### config.mk
export PLATFORM = sky130hd
export DESIGN_NAME = ion_current_engine
export DESIGN_NICKNAME = d
export VERILOG_FILES = /design/src/rtl/ion_current_engine.sv
export SDC_FILE = /design/constraint.sdc
export NUM_CORES = 1
export LEC_CHECK = 0
export ABC_AREA = 1
export BUFFER_PORTS_ARGS = -buffer_cell sky130_fd_sc_hd__buf_2
export CAP_MARGIN = 20
export CORE_ASPECT_RATIO = 0.7
export CORE_MARGIN = 5
export CORE_UTILIZATION = 55
export DETAILED_ROUTE_END_ITERATION = 12
export PLACE_DENSITY = 0.84
export SKIP_LAST_GASP = 1
export SLEW_MARGIN = 20
export SYNTH_ARGS = -nofsm -noshare
export SYNTH_HDL_FRONTEND = slang
export SYNTH_SLANG_ARGS = --single-unit
### constraint.sdc
create_clock -name clk -period 15.46 [get_ports clk]
set_input_delay 0.773 -clock clk [delete_from_list [all_inputs] [get_ports clk]]
set_output_delay 0.773 -clock clk [all_outputs]
set_load 0.02 [all_outputs]
### src/rtl/ion_current_engine.sv
// ion_current_engine: I = g_max * a^GATE_EXP * b^HAS_INACT * (V - E_rev)
// Signed fixed point, one shared multiplier stepped by a small FSM.
module ion_current_engine #(
  parameter int W         = 16,
  parameter int FRAC      = 8,
  parameter int GATE_EXP  = 4,
  parameter int HAS_INACT = 0
) (
  input  logic                clk,
  input  logic                rst_n,
  input  logic                in_valid,
  output logic                in_ready,
  input  logic signed [W-1:0] V,
  input  logic signed [W-1:0] e_rev,
  input  logic signed [W-1:0] g_max,
  input  logic signed [W-1:0] gate_a,
  input  logic signed [W-1:0] gate_b,
  output logic                out_valid,
  input  logic                out_ready,
  output logic signed [W-1:0] I_out,
  output logic                out_sat
);

  if (GATE_EXP < 1 || GATE_EXP > 4) begin : g_bad_exp
    $error("ion_current_engine: GATE_EXP must be 1..4");
  end

  typedef enum logic [2:0] {
    S_IDLE, S_DIFF, S_POW, S_INACT,
    S_GMAX, S_DRIVE, S_DONE
  } state_t;

  localparam int ONE_I = 2**FRAC;
  localparam logic signed [W-1:0] ONE =
    ONE_I[W-1:0];
  localparam logic signed [W-1:0] MAX_W =
    {1'b0, {(W-1){1'b1}}};
  localparam logic signed [W-1:0] MIN_W =
    {1'b1, {(W-1){1'b0}}};
  localparam logic signed [2*W:0] RND =
    {{(2*W){1'b0}}, 1'b1} << (FRAC-1);
  localparam logic [2:0] CNT_LAST =
    3'(GATE_EXP-2);
  localparam bit HAS_POW = (GATE_EXP > 1);
  localparam bit INACT_EN = (HAS_INACT != 0);

  state_t r_state, w_next;

  logic                r_in_ready;
  logic                r_out_valid;
  logic signed [W-1:0] r_I;
  logic                r_out_sat;
  logic                r_sat;
  logic [2:0]          r_cnt;
  logic signed [W-1:0] r_acc, r_diff;
  logic signed [W-1:0] r_v, r_e, r_g;
  logic signed [W-1:0] r_ga, r_gb;

  logic signed [W-1:0]   w_ma, w_mb;
  logic signed [2*W-1:0] w_prod;
  logic signed [2*W:0]   w_rnd, w_shr;
  logic                  w_mul_ovf;
  logic signed [W-1:0]   w_mres;
  logic signed [W:0]     w_d;
  logic                  w_d_ovf;
  logic signed [W-1:0]   w_dres;

  // Gates live in [0, 1.0]; out-of-range values are pinned, not flagged.
  function automatic logic signed [W-1:0] clamp_gate(
    input logic signed [W-1:0] g
  );
    if (g < 0)
      return '0;
    else if (g > ONE)
      return ONE;
    else
      return g;
  endfunction

  assign in_ready  = r_in_ready;
  assign out_valid = r_out_valid;
  assign I_out     = r_I;
  assign out_sat   = r_out_sat;

  // Select the multiplier's second operand from the current step.
  always_comb begin
    w_ma = r_acc;
    w_mb = r_diff;
    case (r_state)
      S_POW:   w_mb = r_ga;
      S_INACT: w_mb = r_gb;
      S_GMAX:  w_mb = r_g;
      default: w_mb = r_diff;
    endcase
  end

  // Shared multiply, round half up, saturate to W bits.
  always_comb begin
    w_prod = (2*W)'(w_ma) * (2*W)'(w_mb);
    w_rnd  = $signed({w_prod[2*W-1], w_prod}) + RND;
    w_shr  = w_rnd >>> FRAC;
    w_mul_ovf = !((&w_shr[2*W:W-1]) ||
                  !(|w_shr[2*W:W-1]));
    w_mres = w_shr[W-1:0];
    if (w_mul_ovf)
      w_mres = w_shr[2*W] ? MIN_W : MAX_W;
  end

  // Driving force V - E_rev at W+1 bits, saturated back to W.
  always_comb begin
    w_d = $signed({r_v[W-1], r_v}) -
          $signed({r_e[W-1], r_e});
    w_d_ovf = w_d[W] ^ w_d[W-1];
    w_dres  = w_d[W-1:0];
    if (w_d_ovf)
      w_dres = w_d[W] ? MIN_W : MAX_W;
  end

  // State register.
  always_ff @(posedge clk or negedge rst_n) begin
    if (!rst_n)
      r_state <= S_IDLE;
    else
      r_state <= w_next;
  end

  // Next-state sequencing through the product chain.
  always_comb begin
    w_next = r_state;
    unique case (r_state)
      S_IDLE:
        if (in_valid && r_in_ready)
          w_next = S_DIFF;
      S_DIFF:
        if (HAS_POW)
          w_next = S_POW;
        else if (INACT_EN)
          w_next = S_INACT;
        else
          w_next = S_GMAX;
      S_POW:
        if (r_cnt == CNT_LAST)
          w_next = INACT_EN ? S_INACT : S_GMAX;
      S_INACT: w_next = S_GMAX;
      S_GMAX:  w_next = S_DRIVE;
      S_DRIVE: w_next = S_DONE;
      S_DONE:
        if (out_ready)
          w_next = S_IDLE;
      default: w_next = S_IDLE;
    endcase
  end

  // Datapath, handshake and result registers.
  always_ff @(posedge clk or negedge rst_n) begin
    if (!rst_n) begin
      r_in_ready  <= 1'b0;
      r_out_valid <= 1'b0;
      r_I         <= '0;
      r_out_sat   <= 1'b0;
      r_sat       <= 1'b0;
      r_cnt       <= '0;
      r_acc       <= '0;
      r_diff      <= '0;
      r_v         <= '0;
      r_e         <= '0;
      r_g         <= '0;
      r_ga        <= '0;
      r_gb        <= '0;
    end else begin
      unique case (r_state)
        S_IDLE: begin
          if (in_valid && r_in_ready) begin
            r_in_ready <= 1'b0;
            r_sat      <= 1'b0;
            r_v        <= V;
            r_e        <= e_rev;
            r_g        <= g_max;
            r_ga       <= clamp_gate(gate_a);
            r_gb       <= clamp_gate(gate_b);
          end else begin
            r_in_ready <= 1'b1;
          end
        end
        S_DIFF: begin
          r_diff <= w_dres;
          r_sat  <= r_sat | w_d_ovf;
          r_acc  <= r_ga;
          r_cnt  <= '0;
        end
        S_POW: begin
          r_acc <= w_mres;
          r_sat <= r_sat | w_mul_ovf;
          r_cnt <= r_cnt + 3'd1;
        end
        S_INACT, S_GMAX: begin
          r_acc <= w_mres;
          r_sat <= r_sat | w_mul_ovf;
        end
        S_DRIVE: begin
          r_I         <= w_mres;
          r_out_sat   <= r_sat | w_mul_ovf;
          r_out_valid <= 1'b1;
        end
        S_DONE: begin
          if (out_ready) begin
            r_out_valid <= 1'b0;
            r_in_ready  <= 1'b1;
          end
        end
        default: ;
      endcase
    end
  end

endmodule
# After elaboration in Yosys (flattened, before gate mapping)
# Cells that the tools add are included.
classes:
  n_addsub: 3
  mul: 1
  magnitude_cmp: 4
  n_eq_ne: 10
  muxes: 22
  bitwise_logic: 3
  n_reduce_logical: 18
ops:
  columns: ["operator", "count"]
  rows:
  - ["$mux W16", 8]
  - ["$pmux W16 S3", 1]
  - ["$add A32 B9 Y33 const B", 1]
  - ["$gt A16 B10 Y1 const B", 2]
  - ["$lt A16 B1 Y1 const B", 2]
  - ["$mul A16 B16 Y32", 1]
  - ["$pmux W16 S2", 1]
  - ["$pmux W3 S7", 1]
  - ["$sub A16 B16 Y17", 1]
  - ["$reduce_and A10 Y1", 1]
  - ["$reduce_or A10 Y1", 1]
  - ["$eq A3 B2 Y1 const B", 3]
  - ["$eq A3 B3 Y1 const B", 3]
  - ["$mux W3", 3]
  - ["$reduce_and A2 Y1", 4]
  - ["$reduce_bool A2 Y1", 4]
  - ["$ne A2 B2 Y1 const B", 3]
  - ["$pmux W3 S2", 1]
  - ["$mux W1", 4]
  - ["$pmux W1 S2", 2]
  - ["$add A3 B1 Y3 const B", 1]
  - ["$eq A3 B1 Y1 const B", 1]
  - ["$logic_not A3 Y1", 1]
  - ["$pmux W1 S3", 1]
  - ["other kinds (8)", 10]
word_totals:
  regBits: 138

# Depth between registers and ports, before layout
# Gate-level depths: netlist of the first run.
logic_depth:
  ltp_word: 10
  ltp_mapped: 44
  mapped_depth_nobuf: 40

# Least setup slack after synthesis of the first run
# OpenSTA, ideal clock, no wires.
synth_path:
  kind: "reg2reg"
  startpoint: "register r_state[1]"
  endpoint: "register r_acc[7]"
  setup_ps: 117
  arrival_time_ps: 7382
  required_time_ps: 15343
  setup_slack_ps: 7961
  path_stages_with_launch: 39
  n_path_buf: 5
  cell_sequence: "dfrtp_1 -> buf_2 -> nor2_2 -> nand2_1 -> inv_2 -> nor2_2 -> nand2_2 -> clkbuf_1 -> clkbuf_1 -> o21ai_1 -> inv_1 -> nor2_1 -> fa_1 -> inv_1 -> fa_1 -> inv_1 -> fa_1 -> inv_1 -> [... 3 more ...] -> fa_1 -> ha_1 -> clkbuf_1 -> nand2_1 -> nor2_1 -> nor4b_1 -> nand2_1 -> nand2_1 -> nand2_1 -> nand2_1 -> nand3_1 -> nor2_1 -> nand3_2 -> nand2_1 -> buf_2 -> nand3_1 -> nand2_1 -> nand2_1"
synth_between:
  elab_chain_len: 9
synth_lines:
  columns: ["element", "line_no", "rtl"]
  rows:
  - ["start, declared", "47", "state_t r_state, w_next;"]
  - ["start signal, assigned", "124", "r_state <= w_next;"]
  - ["$eq A3 B3 Y1 / $eq A3 B2 Y1 (equally long branches)", "89, 171", null]
  - ["$pmux W16 S3", "89", "case (r_state)"]
  - ["$mul A16 B16 Y32", "99", "w_prod = (2*W)'(w_ma) * (2*W)'(w_mb);"]
  - ["$add A32 B9 Y33", "100", "w_rnd = $signed({w_prod[2*W-1], w_prod}) + RND;"]
  - ["$reduce_or A10 Y1", "103", "!(|w_shr[2*W:W-1]));"]
  - ["$logic_not A1 Y1", "103", null]
  - ["$logic_or A1 B1 Y1", "102", "w_mul_ovf = !((&w_shr[2*W:W-1]) ||"]
  - ["$mux W16", "105", "if (w_mul_ovf)"]
  - ["$pmux W16 S2", "171", "unique case (r_state)"]
  - ["end signal, assigned", "188", "r_acc <= r_ga;"]
  - ["end signal, assigned", "192", "r_acc <= w_mres;"]
  - ["end signal, assigned", "197", "r_acc <= w_mres;"]
  - ["end, declared", "55", "logic signed [W-1:0] r_acc, r_diff;"]
# Several ways; a longest one is shown, not always the timed one.
# A chain may end at the register's enable or synchronous reset.

# Worst setup path in the final report of the first run
layout_path:
  startpoint: "register r_state[1]"
  endpoint: "register r_acc[5]"
# Same word-level chain as after synthesis.

==> results of run 1 <==
==> registers in the layout, indices dropped and copies added (netlist names), 3 cells and up <==
signal,count
I_out,16
r_v,16
r_e,16
r_diff,16
r_ga,15
r_cnt,3
r_state,3
r_g,16
r_acc,16
r_gb,15
==> layer usage <==
layer | vias up | part of all wire [%] | GRT usage, %
met5 | - | 0 | 0
met4 | 0 | 2.2 | 5.613
met3 | 109 | 14 | 12.02
met2 | 853 | 41 | 43.69
met1 | 7087 | 43 | 46.30
li1 | 6542 | - | -
==> worst max-delay path by stage <==
stage,start,to,cells after the start
after floorplan,r_state[1]$_DFFE_PN0P_,r_acc[7]$_DFFE_PN0P_,38
after global placement,r_state[1]$_DFFE_PN0P_,r_acc[5]$_DFFE_PN0P_,36
after detailed placement,r_state[1]$_DFFE_PN0P_,r_acc[5]$_DFFE_PN0P_,36
after CTS,r_state[1]$_DFFE_PN0P_,r_acc[5]$_DFFE_PN0P_,35
after global routing,r_state[1]$_DFFE_PN0P_,r_acc[12]$_DFFE_PN0P_,37
final,r_state[1]$_DFFE_PN0P_,r_acc[5]$_DFFE_PN0P_,36
==> cells in the final DEF, fill, tap and decap left out, drive strengths merged, types with 4 or more instances in the layout <==
cell	n
dfrtp	136
a22oi	7
nand3	62
o2111ai	6
nor4	6
nor3	12
nand2	552
xor2	24
a2bb2oi	6
inv	463
xnor2	12
buf	113
nor2	203
a31oi	9
o22ai	11
clkbuf	18
ha	96
fa	268
o31ai	4
a21oi	53
clkinv	14
a221oi	8
o21ai	88
nand4	10
o21bai	4
==> metrics by stage <==
step	std cells	utilization, %	hold WS (ns)
floorplan	2134	-	0.4361
global placement	2593	58.96	0.4482
detailed placement	2593	58.96	0.4520
CTS	2625	60.87	0.3111
global route	2625	60.89	0.3397
finish	2625	60.89	0.2993
==> kinds of logic after synthesis <==
kind of cell    synth area share [%]
simple gates                   20.32
fa+ha+maj                      38.70
flops                          20.06
buf+inv                        11.88
compound gates                 7.183
xor+xnor                       1.858
==> final cells by class <==
cell class	count	share of cell area, %
inverters	467	9.520
well taps	412	2.800
flip-flops and latches	136	18.48
repair buffers	113	3.275
clock inverters	14	0.8018
clock buffers	18	2.331
multi-input cells	1465	62.79
==> worst max-delay path, delay by kind of cell, from the launching register on <==
family / cells / cell delay (ns)
buf+inv: 8 / 1.16
simple gates: 18 / 3.26
flops: 1 / 0.49
fa+ha+maj: 7 / 3.50
compound gates: 3 / 1.14
==> impl_results.md, run 1 <==
- Worst R2R Path Depth: 36
- Layout cells sized above 1: 7.772%
- CORE AREA: 30240 um^2
- RSZ-0062 raised after global routing: no
- Drt total wl: 50.63 mm
- Fmax: 103.4 MHz
- FF-to-FF End: r_acc[5]$_DFFE_PN0P_
- Die width: 219.9 um
- Setup TNS: 0 ns
- Final setup viols: 0
- Clock latency on the worst-skew pair: 0.44 ns
- Critical Path Start Type: flip-flop
- Via count: 14590
- Place WS: 6.130 ns
- Post-cts resize count: 0
- Most frequent CP cell: nand2_1
- # IOs: 103
- Starting Density: 56.11%
- DRT Pass-1 Iters: 5
- Clock Tree Root: clkbuf_16
- Fill cell count: 2647
- CTS hold repair buffers: 0
- Synthesized Nets: 2582
- Die area: 34520 um^2
- Number of synthesized flops with an enable pin: 0
- First-pass GRT wire length: 83.19 mm
- H-tree depth: 4
- Synthesized instance count: 2134
- CP arrival: 9.99 ns
- Synth area leaders: fa_1 32%, dfrtp_1 20%, nand2_1 12%
- Max Root-Sink Buffers: 2
- Residual DRC: 0
- Avg Cell Area, Syn: 7.950 um^2
- Vias in the first global route: 15220
- Post-DP HPWL: 40.46 mm
- Critical path class: flip-flop to flip-flop
- #FFs+latches synth: 136
- Final global-route overflow total: 0
- Via density: 5.558
- Final-stage net count: 2648
- Post-synth top cells: 546 x nand2_1, 455 x inv_1, 268 x fa_1
- # diodes: 0
- Final period util: 62.53%
- Gr usage total: 30.99%
- Initial DRC Count: 1638
- Critical path fanouts, max: 39
- Syn Std Cell Area: 16970 um^2
- Reg-to-Reg Start: r_state[1]$_DFFE_PN0P_
- Cell type with the largest total area after synthesis: fa_1
- Synth unique cells: 48
- Port Buf Inserts: 102
- R2R Setup Slk: 5.79 ns
- Fin. max-slew vios: 0
- Status: complete, no violations
- Tmin final: 9.667 ns
- WP data required: 15.79 ns
- ANT nets after route: 0
- Worst slew margin: 36.80%
- # rows: 53
- Finished Cell Area: 18410 um^2
- Max-cap violations: 0
- Setup Buffers After CTS: 0
- Critical Path Sink Type: flip-flop
- Die extent in y: 156.9 um
- Hold Path Class: input port to async pin
- Yosys warnings: 0
- Register Area: 3403 um^2
- CTS clk-pin slew, worst paths: 0.06 ns
- Final Wtd Congestion: 1.027
- Initial antenna violation count: 0
- Yosys top cell area share: 31.62%
- CTS buffer count: 17
- CTS tree: done
- Ys async rst share: 100.0%
- Area occupied by multi-input gates: 11560 um^2
- Slew @ Worst Pin: 0.9479 ns
- Synth-to-Final Area Change: 8.525%
- Worst Setup Slack, final: 5.793 ns
- Count leader, synth: nand2_1
- Critical path's slowest cell: nand2_1
- Final Hold Fails: 0
- Wire per inst: 19.29 um
- Clk sink count: 136
- Register area share after synthesis: 20.06%
- Dominant register cell in the synthesized netlist: dfrtp_1
- CP max stage delay: 0.70 ns
- Dpl cell area: 17830 um^2
- Largest net degree at the start of global routing: 79
- Clock skew: 0.008401 ns
Power of run 1 is not shown: default switching activity piles up to over one toggle a cycle in this logic, so the estimate is an artifact.
==> run 2: changes to the inputs <==
clock period = 9.1 ns   (was 15.46 ns; I/O delays follow)
==> impl_results.md, run 2 (synthesis gave the netlist of run 1 again) <==
- Hold Path Class: input port to flip-flop
- Final-stage net count: 2664 (+0.60%)
- Setup Buffers After CTS: 0 (unchanged)
- Fin. max-slew vios: 0 (unchanged)
- Starting Density: 56.11% (unchanged)
- CP max stage delay: 0.69 ns (about the same)
- Initial antenna violation count: 0 (unchanged)
- WP buf/inv: 9 (+1)
- Most common cell after layout, fill and taps aside: nand2_1
- CP arrival: 9.06 ns (-0.93 ns)
- Final global-route overflow total: 0 (unchanged)
- Worst R2R Path Depth: 34 (-5.6%)
- Final Hold Fails: 0 (unchanged)
- Critical path class: flip-flop to flip-flop
- Gr usage total: 30.53% (-0.46 points)
- CP endpoint: I_out[7]$_DFFE_PN0P_
- Synth-to-Final Area Change: 9.454%
- Crit. path cell count: 34 (-5.6%)
- # diodes: 0 (unchanged)
- Status: complete, no violations
- Reg-to-Reg Start: r_state[1]$_DFFE_PN0P_
- DRT Pass-1 Iters: 6 (+1)
- Critical path fanouts, max: 30 (-23%)
- Clk sink count: 136 (unchanged)
- Port Buf Inserts: 102 (unchanged)
- # IOs: 103 (unchanged)
- Largest net degree at the start of global routing: 85 (+7.6%)
- CTS buffer count: 17 (unchanged)
- Finished Cell Area: 18570 um^2 (+0.86%)
- ANT nets after route: 0 (unchanged)
- Residual DRC: 0 (unchanged)
- Via count: 14800 (+1.4%)
- First-pass GRT wire length: 82.02 mm (-1.4%)
- H-tree depth: 4 (unchanged)
- Clock skew: 0.01227 ns (+0.003873 ns)
- Via density: 5.602 (+0.78%)
- Die area: 34520 um^2 (unchanged)
- Most frequent CP cell: nand2_1
- Fmax: 114.5 MHz (+11%)
- Crit. Startpoint: r_state[1]$_DFFE_PN0P_
- Die width: 219.9 um (unchanged)
- Final setup viols: 0 (unchanged)
- Max-cap violations: 0 (unchanged)
- Final Wtd Congestion: 1.057 (+2.9%)
- Cell family with most CP delay: adder cells
- CTS tree: done
- R2R Setup Slk: 0.36 ns (-5.43 ns)
- Critical Path Start Type: flip-flop
- Initial DRC Count: 1612 (-1.6%)
- Max Root-Sink Buffers: 2 (unchanged)
- Vias in the first global route: 15400 (+1.2%)
- WP data required: 9.43 ns (-6.36 ns)
- CORE AREA: 30240 um^2 (unchanged)
- # rows: 53 (unchanged)
- Non-Filler Instances: 2641 (+0.61%)
- Final period util: 96.00% (+33 points)
- RSZ-0062 raised after global routing: no
- Critical path's slowest cell: fa_2
- Clock latency on the worst-skew pair: 0.43 ns (about the same)
- Slew @ Worst Pin: 1.035 ns (+0.08662 ns)
- CTS clk-pin slew, worst paths: 0.07 ns (about the same)
- Drt total wl: 50.60 mm (about the same)
- Clock Tree Root: clkbuf_16
- Inst Count DP: 2608 (+0.58%)
- Most frequent cells in the layout: 546 x nand2_1, 453 x inv_1, 267 x fa_1
- Layout cells sized above 1: 8.479% (+0.71 points)
- Worst slew margin: 30.78% (-6.0 points)
- Critical Path Sink Type: flip-flop
- Wire per inst: 19.16 um (-0.66%)
- Die extent in y: 156.9 um (unchanged)
- Dpl cell area: 17940 um^2 (+0.61%)
- Tmin final: 8.736 ns (-0.9308 ns)
- Setup TNS: 0 ns (unchanged)
- FF-to-FF End: I_out[7]$_DFFE_PN0P_
- Post-DP HPWL: 40.97 mm (+1.3%)
-- run 2: per-layer routing --
metal  up-vias  wire, um  global-route usage, %
li1       6571         -                      -
met1      7154     20990                  44.44
met2       923     20650                  43.34
met3       147      7421                  11.71
met4         0      1548                  7.841
met5         -         0                      0
-- run 2: layout make-up --
cell class                      count  area (um^2)
Clock buffer                       19        452.9
Clock inverter                     13        153.9
Fill cell                        2635        11670
Inverter                          467         1757
Multi-Input combinational cell   1465        11560
Sequential cell                   136         3403
Tap cell                          412        515.5
Timing Repair Buffer              129        725.7
-- run 2: worst reg2reg max path, delay by kind of cell, from the launching register on --
family	cells	cell delay, ns
fa+ha+maj	7	3.91
buf+inv	9	1.51
simple gates	16	2.02
compound gates	2	0.69
flops	1	0.52
-- run 2: through the flow --
step | util (%) | hold slack (ns) | setup WS [ns]
finish | 61.41 | 0.2248 | 0.3637
global route | 61.41 | 0.2279 | 0.01704
CTS | 61.36 | 0.2205 | 0.5835
detailed placement | 59.32 | 0.4344 | 0.6285
global placement | 59.32 | 0.4312 | 0.8933
floorplan | - | 0.1594 | 1.601
-- run 2: timing repair --
action | CTS | global route
endpoints found under the hold margin | 52 | 0
hold buffers | 1 | 0
gates resized for setup | 0 | 4
endpoints found under the setup margin | 0 | 27
-- run 2: how the worst min path moves through the flow --
stage                      endpoint  depth (start not counted)  slack [ns]       start
6_report         r_v[2]$_DFFE_PN0P_                          3        0.22        V[2]
5_1_grt         r_gb[8]$_DFFE_PN0P_                          2        0.23  gate_b[15]
4_1_cts         r_gb[8]$_DFFE_PN0P_                          2        0.22  gate_b[15]
3_5_place_dp   r_cnt[2]$_DFFE_PN0P_                          1        0.43       rst_n
3_3_place_gp   r_cnt[2]$_DFFE_PN0P_                          1        0.43       rst_n
2_1_floorplan  I_out[0]$_DFFE_PN0P_                          0        0.16       rst_n
Power of run 2 is left out for the same reason.
